--- src/rtl/fb_dbuf_pkg.sv ---
// Shared types for the frame-buffer double-buffer scheduler.
package fb_dbuf_pkg;

  typedef enum logic [2:0] {
    INIT_DRAW    = 3'd0,
    INIT_DRAIN   = 3'd1,
    SWITCH_FIRST = 3'd2,
    DRAWING      = 3'd3,
    DRAINING     = 3'd4,
    READY        = 3'd5,
    SWITCH       = 3'd6
  } fb_dbuf_state_t;

endpackage

--- src/rtl/axi_wr_inflight_counter.sv ---
// Counts AXI writes in flight (AW accepted, B not yet returned).
// Simultaneous AW and B cancel out. Overflow and underflow hold the count
// and raise a sticky error that only reset clears.
module axi_wr_inflight_counter #(
  parameter int unsigned WIDTH = 4
) (
  input  logic             clk,
  input  logic             rst_n,
  input  logic             inc_i,
  input  logic             dec_i,
  output logic [WIDTH-1:0] count_o,
  output logic             err_o
);

  localparam logic [WIDTH-1:0] CNT_MAX = '1;

  logic [WIDTH-1:0] count_q, count_d;
  logic             err_q, err_d;

  // Next count and error from the two fire events.
  always_comb begin
    count_d = count_q;
    err_d   = err_q;
    if (inc_i && !dec_i) begin
      if (count_q == CNT_MAX) err_d = 1'b1;
      else                    count_d = count_q + 1'b1;
    end else if (dec_i && !inc_i) begin
      if (count_q == '0) err_d = 1'b1;
      else               count_d = count_q - 1'b1;
    end
  end

  // Count and sticky error registers.
  always_ff @(posedge clk or negedge rst_n) begin
    if (!rst_n) begin
      count_q <= '0;
      err_q   <= 1'b0;
    end else begin
      count_q <= count_d;
      err_q   <= err_d;
    end
  end

  assign count_o = count_q;
  assign err_o   = err_q;

endmodule

--- src/rtl/fb_dbuf_scheduler.sv ---
// Double-buffer switch scheduler between the gfx producer, the dbuf SRAM
// controller and the pixel stream.
//
//   state        | meaning
//   -------------+---------------------------------------------------------
//   INIT_DRAW    | first frame being drawn, display disabled
//   INIT_DRAIN   | first frame issued, waiting for all B responses
//   SWITCH_FIRST | first switch pulse, no vsync needed; enables display
//   DRAWING      | producer drawing into the back buffer
//   DRAINING     | frame issued, waiting for all B responses
//   READY        | back buffer complete, waiting for vsync falling edge
//   SWITCH       | switch pulse
module fb_dbuf_scheduler
  import fb_dbuf_pkg::*;
#(
  parameter int unsigned OUTSTANDING_BITS = 4,
  parameter int unsigned FRAME_BITS       = 16
) (
  input  logic                        clk,
  input  logic                        rst_n,
  input  logic                        prod_awvalid,
  input  logic                        prod_awready,
  input  logic                        prod_bvalid,
  input  logic                        prod_bready,
  input  logic                        prod_last,
  input  logic                        vsync,
  output logic                        mem_switch,
  output logic                        prod_restart,
  output logic                        disp_enable,
  output logic [OUTSTANDING_BITS-1:0] outstanding,
  output logic [FRAME_BITS-1:0]       frame_count,
  output logic [FRAME_BITS-1:0]       late_count,
  output logic                        err
);

  localparam logic [FRAME_BITS-1:0] LATE_MAX = '1;

  fb_dbuf_state_t        state_q;
  logic                  vsync_q;
  logic                  mem_switch_q;
  logic                  prod_restart_q;
  logic                  disp_enable_q;
  logic [FRAME_BITS-1:0] frame_count_q;
  logic [FRAME_BITS-1:0] late_count_q;

  logic aw_fire, b_fire, vsync_fall, drained, late_evt;

  assign aw_fire    = prod_awvalid & prod_awready;
  assign b_fire     = prod_bvalid & prod_bready;
  assign vsync_fall = vsync_q & ~vsync;
  // A write accepted this cycle still needs its B, so it blocks the drain.
  assign drained    = (outstanding == '0) && !aw_fire;
  // Display is live but the back buffer is not ready: front buffer repeats.
  assign late_evt   = vsync_fall && disp_enable_q &&
                      ((state_q == DRAWING) || (state_q == DRAINING));

  axi_wr_inflight_counter #(
    .WIDTH (OUTSTANDING_BITS)
  ) u_inflight (
    .clk     (clk),
    .rst_n   (rst_n),
    .inc_i   (aw_fire),
    .dec_i   (b_fire),
    .count_o (outstanding),
    .err_o   (err)
  );

  // Sequencing FSM with registered pulse outputs and frame/late counters.
  always_ff @(posedge clk or negedge rst_n) begin
    if (!rst_n) begin
      state_q        <= INIT_DRAW;
      vsync_q        <= 1'b1;
      mem_switch_q   <= 1'b0;
      prod_restart_q <= 1'b0;
      disp_enable_q  <= 1'b0;
      frame_count_q  <= '0;
      late_count_q   <= '0;
    end else begin
      vsync_q        <= vsync;
      mem_switch_q   <= 1'b0;
      prod_restart_q <= 1'b0;

      if (late_evt && (late_count_q != LATE_MAX))
        late_count_q <= late_count_q + 1'b1;

      case (state_q)
        INIT_DRAW: begin
          if (prod_last) state_q <= INIT_DRAIN;
        end
        INIT_DRAIN: begin
          if (drained) begin
            state_q        <= SWITCH_FIRST;
            mem_switch_q   <= 1'b1;
            prod_restart_q <= 1'b1;
          end
        end
        SWITCH_FIRST: begin
          disp_enable_q <= 1'b1;
          frame_count_q <= frame_count_q + 1'b1;
          state_q       <= DRAWING;
        end
        DRAWING: begin
          if (prod_last) state_q <= DRAINING;
        end
        DRAINING: begin
          if (drained) state_q <= READY;
        end
        READY: begin
          if (vsync_fall) begin
            state_q        <= SWITCH;
            mem_switch_q   <= 1'b1;
            prod_restart_q <= 1'b1;
          end
        end
        SWITCH: begin
          frame_count_q <= frame_count_q + 1'b1;
          state_q       <= DRAWING;
        end
        default: state_q <= INIT_DRAW;
      endcase
    end
  end

  assign mem_switch   = mem_switch_q;
  assign prod_restart = prod_restart_q;
  assign disp_enable  = disp_enable_q;
  assign frame_count  = frame_count_q;
  assign late_count   = late_count_q;

endmodule
--- config.mk ---
export PLATFORM = sky130hd
export DESIGN_NAME = fb_dbuf_scheduler
export DESIGN_NICKNAME = d
export VERILOG_FILES = /design/src/rtl/fb_dbuf_pkg.sv /design/src/rtl/axi_wr_inflight_counter.sv /design/src/rtl/fb_dbuf_scheduler.sv
export SDC_FILE = /design/constraint.sdc
export NUM_CORES = 1
export LEC_CHECK = 0
export ABC_AREA = 1
export CAP_MARGIN = 30
export CORE_ASPECT_RATIO = 1.75
export CORE_MARGIN = 4
export CORE_UTILIZATION = 50
export DETAILED_ROUTE_END_ITERATION = 12
export GPL_TIMING_DRIVEN = 1
export PLACE_DENSITY_LB_ADDON = 0.1
export SYNTH_ARGS = -nofsm -noshare
export SYNTH_HDL_FRONTEND = slang
export SYNTH_SLANG_ARGS = --single-unit
--- constraint.sdc ---
create_clock -name clk -period 2.14 [get_ports clk]
set_input_delay 0.214 -clock clk [delete_from_list [all_inputs] [get_ports clk]]
set_output_delay 0.214 -clock clk [all_outputs]
set_load 0.1 [all_outputs]
==> impl_metrics.py <==
metrics = {
    "routing": {
        "wl_per_cell_um": 12.2,
        "vias": 2128,
        "via_per_inst": 5.01,
        "ant_nets": 0,
        "drc": 0,
        "drtIter0Drc": 78,
        "drt_pass1_iterations": 4,
        "wirelength_mm": 5.19,
    },
    "outcome": {
        "run_status": "completed",
    },
    "floorplan": {
        "dieArea_um2": 6210,
        "die_y_um": 101,
        "ios": 48,
        "coreArea_um2": 4750,
        "initial_utilization_pct": 52.4,
        "die_width_um": 61.3,
        "rows": 33,
    },
    "synth": {
        "netlist_area_um2": 2490,
        "syn_area_per_cell_um2": 7.82,
        "synthCells": 318,
        "mappedNetlistNets": 337,
        "synth_ff_type": "dfrtp_1",
        "synth_edf_count": 0,
        "ys_async_sr_fraction_pct": 100,
        "ys_warn_count": 0,
        "synth_seq_cells": 43,
        "ys_seq_area_share_pct": 43.3,
        "synth.distinct_cells": 24,
    },
    "grt": {
        "grt_usage_pct": 18.8,
        "grt_pass1_wl_mm": 9.04,
        "grt_pass1_vias": 2146,
        "grt_overflow": 0,
        "grt_max_degree": 25,
        "antenna_found_initial": 0,
    },
    "sta": {
        "max_slew_margin_pct": 68.3,
        "fin_setup_tns_ns": 0,
        "setup_viol": 0,
        "whs_ns": 0.343,
        "tightest_slew_ns": 0.475,
        "rsz0062_at_grt": "false",
        "finalCriticalPeriod_ns": 1.74,
        "fmax_mhz": 575,
        "slew_viol_final": 0,
        "hold_viol": 0,
        "timing.final.crit_share_pct": 81.3,
        "finClkSkew_ns": 0.00723,
    },
    "worst_setup_path": {
        "startpoint_type": "flop",
        "crit_arrival_ns": 1.98,
        "worstSetupEndpointType": "flop",
        "path_class": "flop to flop",
        "worstPathMaxFanout": 19,
        "worstPathRequired_ns": 2.38,
    },
    "clocking": {
        "htree_num_levels": 2,
        "cts-resized-gates": 0,
        "post-cts-setup-buffer-count": 0,
        "path_clk_slew_ns": 0.09,
        "clock-root-buffer": "clkbuf_8",
        "insertion_delay_ns": 0.29,
        "clkSinkCount": 43,
        "numCtsBuffers": 5,
        "clock_path_buffers": 2,
        "cts_tree": "yes",
    },
    "final_layout": {
        "mostFrequentLayoutCells": "114 x nand2_1, 41 x inv_1, 41 x buf_4, 40 x dfrtp_1, 25 x nor2_1",
        "area_growth_pct": 22.4,
        "final_layout_size_suffix_gt1_share_pct": 17.2,
        "diodes": 0,
        "final_util_pct": 64.1,
        "fin_area_um2": 3040,
        "final_nets": 391,
        "mostFrequentLayoutCell": "nand2_1",
        "fin_cells": 425,
    },
    "power": {
        "p_int_uw": 1870,
        "p_clk_share_pct": 17.0,
        "combPwrFrac_pct": 52.4,
        "pwr-share-seq_pct": 30.5,
        "p_switching_uw": 2020,
        "p_sw_share_pct": 52.0,
        "leakagePower_uw": 0.00161,
        "power-per-cell-area_nw_per_um2": 1280,
        "vdd_drop_max_mv": 1.56,
    },
    "placement": {
        "dp_cells": 416,
        "place_area_um2": 2920,
        "detailed_place_hpwl_mm": 4.13,
        "numPortBuffers": 47,
        "gp_congestion": 0.912,
    },
    "worst_hold_path": {
        "min_path_type": "primary input to flop",
    },
    "run": {
        "maxCapViolations": 0,
    },
}
==> final cells by class <==
type | count | area (um^2)
clock buffer | 6 | 82.6
clock inverter | 2 | 35.0
fill | 443 | 1700
inverter | 42 | 160
multi-input combinational | 230 | 1220
sequential | 43 | 1080
tap | 52 | 65.1
timing repair buffer | 50 | 403
==> per-layer routing <==
| layer | track usage (%) | vias to the layer above | part of all wire, % | wire length, um |
|---|---|---|---|---|
| li1 | - | 1084 | - | - |
| met1 | 20.6 | 996 | 40 | 2060 |
| met2 | 34.4 | 39 | 55 | 2850 |
| met3 | 2.68 | 9 | 3.5 | 184 |
| met4 | 7.51 | 0 | 1.8 | 93 |
| met5 | 0 | - | 0 | 0 |
==> logic make-up after synthesis <==
| logic type | count (synthesis) | share of synthesized area, % |
|---|---|---|
| adder cells (fa/ha/maj) | 11 | 5.54 |
| buffers and inverters | 45 | 7.65 |
| flip-flops | 43 | 43.3 |
| XOR/XNOR | 28 | 9.86 |
| AO/OA/AOI/OAI | 9 | 1.86 |
| AND/OR/NAND/NOR | 182 | 31.8 |
==> worst max-delay path: stages (launching register included) <==
cell     delay (ns)
dfrtp_1        0.42
inv_1          0.12
ha_1           0.23
nand2_1        0.09
nand2_1        0.09
nor3b_2        0.23
nand2_4        0.19
inv_4          0.18
nand2_1        0.08
nand2_1        0.06
==> registers in the layout, indices dropped and copies added (netlist names) <==
signal,cells
disp_enable,1
frame_count,16
late_count,16
prod_restart,1
state_q,3
u_inflight.count_o,4
u_inflight.err_o,1
vsync_q,1
==> path summary, 6_finish.rpt <==
path	from	to	slack, ns	cells after the start
worst max-delay path	state_q[0]	late_count[10]	0.40	9
worst min-delay path	vsync	vsync_q	0.34	1
worst max register to register	state_q[0]	late_count[10]	0.40	9
worst min register to register	u_inflight.err_o	u_inflight.err_o	0.48	2
max in group asynchronous	rst_n	frame_count[12]	1.25	3
min in group asynchronous	rst_n	prod_restart	0.40	2
==> timing repair <==
| action | in CTS | in global routing |
|---|---|---|
| setup endpoints to repair | 0 | 0 |
| endpoints found under the hold margin | 18 | 0 |
| hold buffers | 1 | 0 |
==> synth_stat cells (all sizes together), types with 2 or more instances <==
| library cell | count | area share (%) |
|---|---|---|
| nor2 | 25 | 3.8 |
| buf | 3 | 1.2 |
| xnor2 | 13 | 4.6 |
| nor3 | 9 | 2.5 |
| nand3 | 22 | 4.8 |
| a21oi | 2 | 0.40 |
| nand4 | 7 | 1.8 |
| xor2 | 15 | 5.3 |
| inv | 42 | 6.4 |
| nand2 | 116 | 18 |
| or2 | 2 | 0.50 |
| ha | 11 | 5.5 |
| dfrtp | 42 | 42 |
| o21ai | 6 | 1.2 |
==> metrics by stage <==
| stage | power [uW] | setup WS (ns) |
|---|---|---|
| floorplan | 2790 | 0.0165 |
| global placement | 3220 | 0.231 |
| detailed placement | 3250 | 0.181 |
| CTS | 3920 | 0.383 |
| global route | 4130 | 0.216 |
| finish | 3880 | 0.399 |
==> power groups by stage <==
stage / Combinational (uW) / Sequential (uW) / Clock, uW
after floorplan: 680 / 2110 / 0
after global placement: 2010 / 1200 / 0
after detailed placement: 2050 / 1200 / 0
after CTS: 2060 / 1190 / 672
after global routing: 2210 / 1220 / 704
final: 2040 / 1190 / 661
Note: power is estimated with default switching activity, not from simulation.
